File: src/rtl/mem_pkg.sv
// Shared MEM-stage types: sequencer states, RV32I load/store funct3 codes, alignment and lane helpers.
package mem_pkg;

    typedef enum logic [1:0] {
        IDLE = 2'd0,
        REQ  = 2'd1,
        DONE = 2'd2
    } state_t;

    localparam logic [2:0] F3_B  = 3'b000;
    localparam logic [2:0] F3_H  = 3'b001;
    localparam logic [2:0] F3_W  = 3'b010;
    localparam logic [2:0] F3_BU = 3'b100;
    localparam logic [2:0] F3_HU = 3'b101;

    // funct3[1:0] carries the access size; bit 2 only selects zero-extension on loads.
    function automatic logic is_aligned(input logic [2:0] f3, input logic [1:0] off);
        case (f3[1:0])
            2'b00:   return 1'b1;
            2'b01:   return ~off[0];
            default: return (off == 2'b00);
        endcase
    endfunction

    function automatic logic [3:0] byte_en(input logic [2:0] f3, input logic [1:0] off);
        case (f3[1:0])
            2'b00:   return 4'b0001 << off;
            2'b01:   return 4'b0011 << off;
            default: return 4'hF;
        endcase
    endfunction

    function automatic logic [31:0] store_lanes(input logic [2:0] f3, input logic [31:0] wd);
        case (f3[1:0])
            2'b00:   return {4{wd[7:0]}};
            2'b01:   return {2{wd[15:0]}};
            default: return wd;
        endcase
    endfunction

endpackage

File: src/rtl/load_extend.sv
// Extracts a byte/half/word from a read word and sign- or zero-extends it to 32 bits.
// Purely combinational; shared with the forwarding path.
module load_extend
    import mem_pkg::*;
(
    input  logic [2:0]  funct3,
    input  logic [1:0]  offset,
    input  logic [31:0] word,
    output logic [31:0] result
);

    logic [7:0]  byte_sel;
    logic [15:0] half_sel;

    always_comb begin
        byte_sel = word[{offset, 3'b000} +: 8];
        half_sel = word[{offset[1], 4'b0000} +: 16];
        case (funct3)
            F3_B:    result = {{24{byte_sel[7]}}, byte_sel};
            F3_H:    result = {{16{half_sel[15]}}, half_sel};
            F3_BU:   result = {24'd0, byte_sel};
            F3_HU:   result = {16'd0, half_sel};
            default: result = word;
        endcase
    end

endmodule

File: src/rtl/dmem_access_ctrl.sv
// MEM-stage data-memory sequencer: captures a load/store, runs a req/ready handshake and extends load data.
// Latency 3 cycles in M (IDLE, REQ, DONE) plus one per extra low mem_ready cycle; StallM/FlushW hold the pipeline until DONE.
module dmem_access_ctrl
    import mem_pkg::*;
#(
    parameter int TIMEOUT = 64,
    parameter int CNT_W   = 7
) (
    input  logic        clk,
    input  logic        reset,
    input  logic        MemReadM,
    input  logic        MemWriteM,
    input  logic [2:0]  Funct3M,
    input  logic [31:0] ALUResultM,
    input  logic [31:0] WriteDataM,
    output logic        mem_req,
    output logic        mem_we,
    output logic [31:0] mem_addr,
    output logic [3:0]  mem_be,
    output logic [31:0] mem_wdata,
    input  logic [31:0] mem_rdata,
    input  logic        mem_ready,
    output logic [31:0] ReadDataM,
    output logic        StallM,
    output logic        FlushW,
    output logic        misalign_err,
    output logic        timeout_err
);

    state_t            state_q;
    state_t            state_d;
    logic [29:0]       addr_q;
    logic [1:0]        off_q;
    logic [3:0]        be_q;
    logic [31:0]       wdata_q;
    logic [2:0]        f3_q;
    logic              we_q;
    logic [CNT_W-1:0]  cnt_q;
    logic [31:0]       rdata_q;

    logic              acc;
    logic              aligned;
    logic              last_cycle;
    logic [31:0]       ext_data;

    assign acc        = MemReadM | MemWriteM;
    assign aligned    = is_aligned(Funct3M, ALUResultM[1:0]);
    assign last_cycle = (cnt_q == CNT_W'(TIMEOUT - 1));

    load_extend u_load_extend (
        .funct3 (f3_q),
        .offset (off_q),
        .word   (mem_rdata),
        .result (ext_data)
    );

    always_comb begin
        state_d      = state_q;
        mem_req      = 1'b0;
        mem_we       = 1'b0;
        StallM       = 1'b0;
        FlushW       = 1'b0;
        misalign_err = 1'b0;
        timeout_err  = 1'b0;
        case (state_q)
            IDLE: begin
                if (acc) begin
                    if (aligned) begin
                        StallM  = 1'b1;
                        FlushW  = 1'b1;
                        state_d = REQ;
                    end else begin
                        misalign_err = 1'b1;
                    end
                end
            end
            REQ: begin
                mem_req = 1'b1;
                mem_we  = we_q;
                StallM  = 1'b1;
                FlushW  = 1'b1;
                if (mem_ready) begin
                    state_d = DONE;
                end else if (last_cycle) begin
                    timeout_err = 1'b1;
                    state_d     = DONE;
                end
            end
            DONE: begin
                state_d = IDLE;
            end
            default: begin
                state_d = IDLE;
            end
        endcase
        // Reset wins over everything so an abandoned access never leaks a strobe or error.
        if (reset) begin
            state_d      = IDLE;
            mem_req      = 1'b0;
            mem_we       = 1'b0;
            StallM       = 1'b0;
            FlushW       = 1'b0;
            misalign_err = 1'b0;
            timeout_err  = 1'b0;
        end
    end

    always_ff @(posedge clk) begin
        if (reset) begin
            state_q <= IDLE;
            addr_q  <= '0;
            off_q   <= '0;
            be_q    <= '0;
            wdata_q <= '0;
            f3_q    <= '0;
            we_q    <= 1'b0;
            cnt_q   <= '0;
            rdata_q <= '0;
        end else begin
            state_q <= state_d;
            case (state_q)
                IDLE: begin
                    if (acc && aligned) begin
                        addr_q  <= ALUResultM[31:2];
                        off_q   <= ALUResultM[1:0];
                        be_q    <= byte_en(Funct3M, ALUResultM[1:0]);
                        wdata_q <= store_lanes(Funct3M, WriteDataM);
                        f3_q    <= Funct3M;
                        we_q    <= MemWriteM;
                        cnt_q   <= '0;
                    end else if (acc) begin
                        rdata_q <= '0;
                    end
                end
                REQ: begin
                    if (mem_ready) begin
                        if (!we_q) begin
                            rdata_q <= ext_data;
                        end
                    end else if (last_cycle) begin
                        rdata_q <= '0;
                    end else begin
                        cnt_q <= cnt_q + 1'b1;
                    end
                end
                default: begin
                end
            endcase
        end
    end

    assign mem_addr  = {addr_q, 2'b00};
    assign mem_be    = be_q;
    assign mem_wdata = wdata_q;
    // A misaligned load advances the pipeline this very cycle, so it must see zero immediately.
    assign ReadDataM = misalign_err ? 32'd0 : rdata_q;

endmodule

File: config.mk
export PLATFORM = sky130hd
export DESIGN_NAME = dmem_access_ctrl
export DESIGN_NICKNAME = d
export VERILOG_FILES = /design/src/rtl/mem_pkg.sv /design/src/rtl/load_extend.sv /design/src/rtl/dmem_access_ctrl.sv
export SDC_FILE = /design/constraint.sdc
export NUM_CORES = 1
export LEC_CHECK = 0
export ABC_AREA = 1
export BUFFER_PORTS_ARGS = -buffer_cell sky130_fd_sc_hd__buf_2
export CAP_MARGIN = 20
export CORE_ASPECT_RATIO = 0.8
export CORE_UTILIZATION = 49
export CTS_CLUSTER_SIZE = 14
export DETAILED_ROUTE_END_ITERATION = 10
export GPL_TIMING_DRIVEN = 0
export PLACE_DENSITY = 0.79
export SETUP_SLACK_MARGIN = 0.05
export SLEW_MARGIN = 20
export SYNTH_ARGS = -nofsm -noshare
export SYNTH_HDL_FRONTEND = slang
export SYNTH_SLANG_ARGS = --single-unit
File: constraint.sdc
create_clock -name clk -period 2 [get_ports clk]
set_clock_uncertainty 0.1 [all_clocks]
set_input_delay 0.2 -clock clk [delete_from_list [all_inputs] [get_ports clk]]
set_output_delay 0.2 -clock clk [all_outputs]
set_load 0.02 [all_outputs]
Word level (Yosys, flattened, before mapping)

Cells that the tools add are included.
Widths: inputs -> output; s select.

Input bits: 104
Logic and storage cells: 76
Register bits: 113

Equality and inequality tests: 14
Bitwise operators: 2
Multiplexer cells: 36
Reductions and logical operators: 10
Shifts and indexed selects: 4
$add $sub $neg: 1

Operators with widths:

| operator            | number |
|---|---|
| $mux 32             | 6 |
| $pmux 32 s2         | 2 |
| $pmux 32 s4         | 1 |
| $shiftx 32x6->16    | 1 |
| $shiftx 32x6->8     | 1 |
| $mux 7              | 3 |
| $mux 1              | 15 |
| $pmux 7 s2          | 1 |
| $ne 2x2->1 const B  | 6 |
| $mux 2              | 4 |
| $pmux 4 s2          | 1 |
| $add 7x1->7 const B | 1 |
| $eq 7x6->1 const B  | 1 |
| $eq 3x3->1 const B  | 2 |
| $logic_not 2->1     | 3 |
| $ne 3x3->1 const B  | 2 |
| $reduce_and 5->1    | 1 |
| $eq 2x1->1 const B  | 2 |
| $pmux 1 s2          | 2 |
| $pmux 2 s2          | 1 |
| $reduce_and 4->1    | 1 |
| $shl 1x2->4 const A | 1 |
| $shl 2x2->4 const A | 1 |
| $eq 3x1->1 const B  | 1 |
| 7 further kinds     | 7 |

Longest topological paths before layout

Depth after elaboration: 7
Depth in mapped cells: 10
Depth with buffers taken out: 10

Cells and area by module

A second synthesis with hierarchy kept.

Cell total of the unflattened synthesis: 975
Area total of the unflattened synthesis: 6072.1 um^2

By module, submodules not included:

| module           | area each (um^2) | times used | cells each |
|---|---|---|---|
| dmem_access_ctrl | 5142.4           | 1          | 773 |
| load_extend      | 929.6            | 1          | 202 |

Worst setup path after synthesis

Ideal clock, no wire load.

Path type: register -> output
From: reg state_q[0]
To: out StallM
Data arrival time: 1628 ps
Slack: 72 ps
Required time: 1700 ps
Stages on the path, launching flop included: 9
Cells stage by stage: dfxtp_1 nor2_2 inv_1 nor2_2 nand2_2 buf_4 buf_6 a21oi_1 buf_4

Cells in the longest elaborated chain, start to end: 3
Elaborated cells on any way between the ends: 4

Ends and longest elaborated chain:

| item                                                 | RTL line                | RTL |
|---|---|---|
| from (decl)                                          | dmem_access_ctrl.sv:30  | `state_t state_q;` |
| from (signal assigned)                               | dmem_access_ctrl.sv:120 | `state_q <= state_d;` |
| $eq 2x1->1 / $logic_not 2->1 (equally long branches) | --                      |  |
| $pmux 1 s2 *                                         | --                      |  |
| $mux 1 *                                             | --                      |  |
| to (decl)                                            | dmem_access_ctrl.sv:24  | `output logic StallM,` |

Every way passes the cells marked *; elsewhere a longest branch is shown, timed or not.

Worst setup path after layout

From: reg state_q[0]
To: out ReadDataM[26]

Cells in the longest elaborated chain, start to end: 4

Ends and longest elaborated chain:

| item            | RTL line                | RTL |
|---|---|---|
| $logic_not 2->1 | dmem_access_ctrl.sv:65  | `case (state_q)` |
| $mux 1          | dmem_access_ctrl.sv:65  |  |
| $mux 1          | dmem_access_ctrl.sv:97  | `if (reset) begin` |
| $mux 32         | dmem_access_ctrl.sv:156 | `assign ReadDataM = misalign_err ? 32'd0 : rdata_q;` |
| to (decl)       | dmem_access_ctrl.sv:23  | `output logic [31:0] ReadDataM,` |

No other way between the ends.

==> reports/results.tsv <==
metric	value	unit
initial antenna violation count	1	
core area	10800	sq um
num ports	210	
Leak	0.00394	uW
WL/cell	15.1	um
ant diodes	0	
pin count of the biggest net entering global routing	19	
Yosys top cell area share	0.415	
residual DRC count	0	
first-pass GRT wire length	28900	um
R2R Setup Slk	0.08	ns
gr usage total	0.324	
WHS Path Cells	3	
met3 usage	0.107	
Clock Latency Late Sink	0.42	ns
gr busiest metal	met2	
post-route setup slack	-0.0620	ns
kind of critical path	register to output port	
H-Tree Depth	4	
share of cells above drive strength 1	0.302	
failing checks	setup timing	
die footprint	11500	sq um
Worst R2R Path Depth	10	
Netlist cell types	34	
post-synthesis area per instance	6.65	sq um
dpl hpwl	12500	um
status	finished, violations left	
Max FO, Critical Path	8	
Critical Path RT	1.70	ns
die width	120	um
via density per instance	5.30	
non-filler cells, final	1275	
Worst R2R End	rdata_q[27]	
min cycle time layout	2.06	ns
hold_sp	WriteDataM[1]	
setup violators final	34	
CTS Buf Count	17	
endpoint type of the worst setup path	output port	
Rel. slew slack	0.565	
final wirelength	19300	um
met1 usage	0.385	
clock transition at the registers of the reported paths	0.05	ns
Site Rows	34	
area delta synth->final	54.0	%
met2 Usage GRT	0.556	
Initial Util	0.502	
CP Launch Type	register	
Setup WS pre-CTS	-0.254	ns
nets@finish	1223	
Max Cap Violations	0	
Pre-Repair DR Iteration Count	5	
Max Fclk	485	MHz
clock root cell	clkbuf_16	
post-placement cell count	1171	
Seq/Total Area, Yosys	0.415	
Final Cycle Share	1.03	
largest cells by area after synthesis	dfxtp_1 (42%), nor2_1 (12%), nand2_1 (11%)	
I/O Buffers	207	
commonest non-fill, non-tap cell in the layout	buf_2	
RSZ-0062 raised after global routing	true	
FF-to-FF Start	cnt_q[0]	
cell taking the most area after synthesis	dfxtp_1	
Min-Delay Path Class	input pin to register	
worst endpoint data arrival time	1.76	ns
Die Ht	96.3	um
drt initial violations	572	
#FFs+latches synth	113	
CTS tree	yes	
Synth Instances	819	
Routed Antenna Nets	0	
VDD IR max	669	uV
worst-margin pin slew	0.649	ns
commonest non-fill, non-tap cells in the layout	buf_2 (183), nand2_1 (154), nor2_1 (145)	
Cell Pwr Density	879	nW/um^2
Hold Crit Endpoint	mem_wdata[1]	
Max Slew Vio Count	0	
Yosys warning count	0	
Max Buffers Root-to-Sink	2	
Total Power	7370	uW
total number of vias	6754	
final hold violation count	0	
vias in the first global route	6093	
grt total ovfl	0	
Synth Cell Area	5450	sq um
clock sink total	113	
Final Wtd Congestion	0.937	
==> flip-flops by register name, indices dropped and copies added (netlist names) <==
| register | count |
|---|---|
| f3_q | 3 |
| we_q | 1 |
| addr_q | 30 |
| rdata_q | 32 |
| mem_be | 4 |
| off_q | 2 |
| mem_wdata | 32 |
| state_q | 2 |
| cnt_q | 7 |
==> where the power goes <==
| part | switching, uW | total, uW | internal [uW] |
|---|---|---|---|
| logic | 1100 | 1820 | 724 |
| clock network | 1030 | 3000 | 1960 |
| registers | 103 | 2550 | 2450 |
==> cell type report <==
cell class,count,area [sq um]
Multi-Input combinational cell,588,2790
Fill cell,834,2460
Sequential cell,113,2270
Timing Repair Buffer,280,1990
Clock buffer,28,507
Buffer,51,328
Inverter,67,251
Tap cell,144,180
Clock inverter,4,72.6
==> timing repair <==
action | 4_1_cts | 5_1_grt
hold buffers | 58 | 0
gates resized for setup | 44 | 92
pin swaps | 6 | 6
setup endpoints to repair | 36 | 76
buffers inserted | 8 | 4
hold endpoints to repair | 58 | 0
cloned | 1 | 2
==> critical path, cell delays in order, from the launching register on <==
cell	delay, ns
dfxtp_2	0.33
nor2_4	0.11
inv_2	0.05
nor2_4	0.13
nand2_2	0.09
nor2_4	0.14
buf_12	0.16
buf_8	0.14
nor2_2	0.05
buf_6	0.12
==> cells by family (layout without fill, tap and decap cells) <==
kind of cell | Yosys count | in the layout | share of synthesized area
AO/OA/AOI/OAI | 179 | 179 | 0.171
other | 1 | 2 | 0.000688
buffers and inverters | 119 | 430 | 0.0988
XOR/XNOR | 1 | 1 | 0.00161
flip-flops | 113 | 113 | 0.415
adder cells (fa/ha/maj) | 1 | 1 | 0.00230
AND/OR/NAND/NOR | 405 | 405 | 0.310
==> layer usage <==
layer	vias up	share of wire
met5	-	0.00067
met4	2	0.018
met3	45	0.11
met2	381	0.48
met1	3100	0.39
li1	3226	-
==> Yosys cell counts <==
cell      number
nor2_1       177
nand2_1      155
dfxtp_1      113
a21oi_1       74
o21ai_0       66
inv_1         64
nand3_1       43
clkbuf_1      21
o21ai_1       18
buf_2         16
a31oi_1        8
o22ai_1        8
buf_4          7
nor3_1         7
buf_6          6
nand2_2        6
or2_2          6
nor2_2         4
inv_2          3
buf_1          2
nand3_4        2
a211oi_1       1
conb_1         1
ha_1           1
nand3_2        1
nand4_1        1
nor2_4         1
nor2_8         1
nor3_2         1
o21a_1         1
o21bai_1       1
o31ai_1        1
o31ai_2        1
xor2_1         1
==> stage by stage <==
step / TNS, ns / instance area, sq um / util / hold WS [ns]
floorplan: 0 / 5450 / - / 0.226
global placement: -4.15 / 6670 / 0.615 / 0.316
detailed placement: -5.97 / 6670 / 0.615 / 0.329
CTS: -1.41 / 8040 / 0.741 / 0.000277
global route: -3.53 / 8390 / 0.773 / 0.0187
finish: -1.54 / 8390 / 0.773 / 0.000557
==> how the worst max path moves through the flow <==
stage	from	to	cells past startpoint
final	state_q[0]	ReadDataM[26]	9
after global routing	state_q[0]	ReadDataM[26]	9
after CTS	state_q[1]	ReadDataM[9]	9
after detailed placement	state_q[0]	ReadDataM[8]	8
after global placement	state_q[0]	ReadDataM[8]	8
after floorplan	state_q[0]	StallM	8
Power figures use the tool's default switching activity.
